$ cat config.mk
export PLATFORM = sky130hd
export DESIGN_NAME = mode_1_rx
export DESIGN_NICKNAME = d
export VERILOG_FILES = /design/src/rtl/mode_1_rx.sv
export SDC_FILE = /design/constraint.sdc
export NUM_CORES = 1
export LEC_CHECK = 0
export BUFFER_PORTS_ARGS = -buffer_cell sky130_fd_sc_hd__clkbuf_2
export CORE_MARGIN = 2
export CORE_UTILIZATION = 61
export CTS_BUF_LIST = sky130_fd_sc_hd__clkbuf_8
export DETAILED_ROUTE_END_ITERATION = 7
export PLACE_DENSITY = 0.85
export SETUP_SLACK_MARGIN = 0.2
export SYNTH_ARGS = -nofsm -noshare
export SYNTH_HDL_FRONTEND = slang
export SYNTH_SLANG_ARGS = --single-unit
$ cat constraint.sdc
create_clock -name clk -period 3.1 [get_ports clk]
set_input_delay 0.155 -clock clk [delete_from_list [all_inputs] [get_ports clk]]
set_output_delay 0.155 -clock clk [all_outputs]
set_load 0.1 [all_outputs]
$ cat src/rtl/mode_1_rx.sv
// Decoder for the mode_1 run/fall marker stream. It rebuilds the source level,
// measures each run length into a one-entry valid/ready slot, and flags illegal marker sequences.
//
// state | meaning
// IDLE  | no run in progress, waiting for r
// RUN   | r seen on consecutive cycles, counting the run length
// GAP   | f just seen; the next cycle must be idle
module mode_1_rx #(
  parameter int LW = 8
) (
  input  logic          clk,
  input  logic          rst_n,
  input  logic          r,
  input  logic          f,
  output logic          lvl,
  output logic [LW-1:0] len,
  output logic          len_vld,
  input  logic          len_rdy,
  output logic          ovf,
  output logic          err,
  output logic [1:0]    err_code
);

  typedef enum logic [1:0] {IDLE, RUN, GAP} state_t;

  state_t        state, state_nxt;
  logic [LW-1:0] cnt, cnt_nxt;
  logic [LW-1:0] len_nxt;
  logic          len_vld_nxt;
  logic          ovf_nxt;
  logic          err_nxt;
  logic [1:0]    err_code_nxt;
  logic          capture;

  always_ff @(posedge clk) begin
    if (!rst_n) begin
      state    <= IDLE;
      cnt      <= '0;
      lvl      <= 1'b0;
      len      <= '0;
      len_vld  <= 1'b0;
      ovf      <= 1'b0;
      err      <= 1'b0;
      err_code <= 2'd0;
    end else begin
      state    <= state_nxt;
      cnt      <= cnt_nxt;
      lvl      <= (state_nxt == RUN);
      len      <= len_nxt;
      len_vld  <= len_vld_nxt;
      ovf      <= ovf_nxt;
      err      <= err_nxt;
      err_code <= err_code_nxt;
    end
  end

  always_comb begin
    state_nxt    = state;
    cnt_nxt      = cnt;
    capture      = 1'b0;
    err_nxt      = 1'b0;
    err_code_nxt = 2'd0;
    len_nxt      = len;
    len_vld_nxt  = len_vld;
    ovf_nxt      = 1'b0;

    unique case (state)
      IDLE: begin
        if (r && !f) begin
          state_nxt = RUN;
          cnt_nxt   = LW'(1);
        end else if (f) begin
          err_nxt      = 1'b1;
          err_code_nxt = r ? 2'd2 : 2'd1;
        end
      end
      RUN: begin
        if (r && !f) begin
          cnt_nxt = (cnt == '1) ? cnt : cnt + 1'b1;
        end else if (!r && f) begin
          state_nxt = GAP;
          capture   = 1'b1;
        end else begin
          state_nxt    = IDLE;
          err_nxt      = 1'b1;
          err_code_nxt = (r && f) ? 2'd2 : 2'd3;
        end
      end
      GAP: begin
        state_nxt = IDLE;
        if (r || f) begin
          err_nxt      = 1'b1;
          err_code_nxt = 2'd0;
        end
      end
      default: state_nxt = IDLE;
    endcase

    // A capture may replace the held result only if the consumer takes it this cycle.
    if (capture) begin
      if (!len_vld || len_rdy) begin
        len_nxt     = cnt;
        len_vld_nxt = 1'b1;
      end else begin
        ovf_nxt = 1'b1;
      end
    end else if (len_vld && len_rdy) begin
      len_vld_nxt = 1'b0;
    end
  end

endmodule

==> results by group <==
Run status
  – Status: finished clean

Floorplan
  – Die extent in x: ~46 µm
  – Die area: about 2100 µm²
  – Io pins: 19
  – Total core area: 1690 µm²
  – Die Height: between 40 and 50 µm
  – Core Rows: 15
  – Initial Util: between 60% and 70%

Worst setup path
  – FF-to-FF setup slack: between 1 and 1.5 ns
  – Worst Path Required: about 3.2 ns
  – Critical Path Source Type: register
  – Cell count of the worst reg-to-reg path: 4
  – Reg-to-Reg Start: state[0]$_SDFF_PN0_
  – Critical-path maximum fanout: 11
  – Crit end category: register
  – Crit Path Class: register to register
  – Crit path from: state[0]$_SDFF_PN0_
  – Crit path arrival time: between 2 and 2.5 ns
  – Worst r2r dst: len[2]$_SDFFE_PN0P_

Cells and area
  – Non-filler instance count after layout: between 100 and 150
  – Layout Area Growth over Synthesis: 15.0%
  – Final #Nets: about 140
  – Storage cell area: between 400 and 500 µm²
  – Number of diodes: 0
  – Post-layout util: 73.3%
  – FILL cells: ~130
  – Layout cells sized above 1: between 20% and 30%
  – Area of the multi-input gates: 561 µm²

Timing
  – Final Hold Fails: 0
  – Final worst-path cycle share: approximately 65%
  – Final setup vio count: 0
  – Tightest Pin Transition: ~0.55 ns
  – Max Slew Vio Count: 0
  – Unrepaired setup endpoints after global routing: false
  – Post-Route Skew: around 0.0021 ns
  – Slew HR: a little over three fifths
  – Post-route setup TNS: 0 ns
  – Fmax: approximately 490 MHz
  – Final worst path period need: approximately 2 ns

Yosys
  – Sequential area share after synthesis: between 40% and 50%
  – Synth cell types: 33
  – Post-synthesis cell count: 114
  – Mapped cell area: around 1100 µm²
  – Synthesis warning total: 0
  – Syn avg cell area: 9.45 µm²
  – Synthesized flop and latch total: 24
  – Net Count, Synth: roughly 130

Detailed routing
  – Pre-antenna DRT Iters: 4
  – DRT antenna net count: 0
  – Vias per cell: between 6 and 7
  – WL/cell: ~15 µm
  – Initial drt markers: 23
  – Via count: around 900
  – WL final: approximately 2.3 mm
  – Drt drc: 0

Clock tree
  – Clock Sinks: 24
  – Bufs on Longest Clock Path: 2
  – CTS buffer count: 3
  – CTS clk-pin slew, worst paths: 0.08 ns
  – Cts-stage hold buffer count: 0
  – CTS tree: yes
  – Root buf cell: clkbuf_8
  – Setup bufs post-CTS: 0
  – Clk_lat worst skew: between 0.2 and 0.3 ns
  – Post_cts resized: 0
  – # H-tree levels: 1

Hold path
  – Hold Startpoint: rst_n
  – Hold Path Class: input port to register
  – Worst min-delay path endpoint: cnt[0]$_SDFFE_PN0P_
  – Hold Path Depth: 2

Pwr
  – Leakage Power: roughly 0.51 nW
  – Peak supply drop: around 0.37 mV
  – Total power per unit cell area: approximately 530 nW/µm²
  – Overall power: ~0.00065 W

Global route
  – Global route overflow: 0
  – Largest net degree at the start of global routing: 17
  – Vias in the first global route: 767
  – Antenna violations before repair: 0
  – First-pass GRT wire length: between 3 and 4 mm
  – GRT Total Usage: 22.5%

Run
  – Max cap viols: 0

Placed design
  – Hpwl dp: approximately 1.6 mm
  – Cells after DPL: about 150
  – GPL Wtd Cong: approximately 0.83
  – Port buffer count: 18
[sequential cells by signal (all words and copies together), names as in the netlist]
register / cells
cnt: 8
len: 8
err_code: 2
state: 2
err: 1
len_vld: 1
lvl: 1
ovf: 1
[worst max-delay path, cell delays in order, from the launching register on]
cell	delay, ns
dfxtp_1	0.54
nor2b_1	0.52
and3_1	0.55
mux2i_1	0.25
nor2_1	0.05
[kinds of logic (layout without fill, tap and decap cells)]
group | count (synthesis) | count (layout) | synth area share [%]
flip-flops | 24 | 24 | 44.6
buffers and inverters | 8 | 26 | 3.37
multiplexers | 10 | 10 | 9.29
AND/OR/NAND/NOR | 44 | 44 | 20.9
adder cells (fa/ha/maj) | 6 | 6 | 6.97
AO/OA/AOI/OAI | 22 | 22 | 14.9
[metrics by stage]
stage | worst slack, ns | hold slack, ns | instance area [µm²]
4_1_cts | 1.11 | 0.201 | 1240
3_3_place_gp | 1.23 | 0.473 | 1170
6_report | 1.07 | 0.201 | 1240
3_5_place_dp | 1.13 | 0.476 | 1170
5_1_grt | 0.927 | 0.195 | 1240
2_1_floorplan | 1.32 | 0.288 | 1080
[metal layers]
layer | part of all wire [%] | up-vias | global-route usage [%]
met5 | 0 | - | 0
met4 | 1.4 | 0 | 6.86
met3 | 5.0 | 5 | 4.76
met2 | 53 | 35 | 41.7
met1 | 41 | 419 | 25.2
li1 | - | 439 | -
[placed cells by master (no fill, tap or decap), drive strengths merged, types with 2 or more instances in the layout]
cell / count
inv: 4
nand2: 5
and3: 2
mux2i: 10
nand2b: 4
and4: 2
dfxtp: 24
a21oi: 9
o21a: 2
o21ai: 2
ha: 6
nor3: 2
a31oi: 2
nand4: 2
nor2: 15
nand3: 7
clkbuf: 21
[synthesized netlist by cell type]
library cell	instances	area share, %
nand2b_1	4	2.3
mux2i_1	10	9.3
buf_4	1	0.70
and3_1	2	1.2
and4_1	1	0.81
nor2_1	15	5.2
nand2_1	5	1.7
o211a_1	1	0.93
o21ai_1	1	0.46
a211oi_1	1	0.70
o21a_1	2	1.4
a31oi_1	2	1.2
dfxtp_1	24	45
a41oi_1	1	0.81
and2_1	1	0.58
o41ai_2	1	1.5
nor2b_1	1	0.58
o21ai_2	1	0.81
and4_2	1	0.93
a21oi_1	9	4.2
ha_1	6	7.0
nor3_1	2	0.93
o221a_1	1	1.0
or3b_1	1	0.81
nand4_1	2	1.2
inv_1	4	1.4
buf_2	2	0.93
clkbuf_1	1	0.35
or3_1	1	0.58
o211ai_1	1	0.70
o22ai_2	1	1.2
nand3_1	7	3.3
and2b_2	1	0.81
[power breakdown]
group | switching, W | total (W) | internal (W)
Clock | 0.0000970 | 0.000270 | 0.000173
Sequential | 0.00000501 | 0.000318 | 0.000313
Combinational | 0.0000469 | 0.0000629 | 0.0000160
[how the worst max path moves through the flow]
stage / to / slack, ns
floorplan: len[0]$_SDFFE_PN0P_ / 1.32
global placement: len[7]$_SDFFE_PN0P_ / 1.23
detailed placement: len[2]$_SDFFE_PN0P_ / 1.13
CTS: len[6]$_SDFFE_PN0P_ / 1.11
global route: len[6]$_SDFFE_PN0P_ / 0.93
finish: len[2]$_SDFFE_PN0P_ / 1.07
[final cells by class]
cell class / count / area share, %
multi-input cells: 82 / 45.3
flip-flops and latches: 24 / 38.8
inverters: 4 / 1.21
clock buffers: 3 / 3.33
repair buffers: 18 / 7.27
clock inverters: 1 / 2.42
well taps: 17 / 1.72
Note: power is estimated with default switching activity, not from simulation.
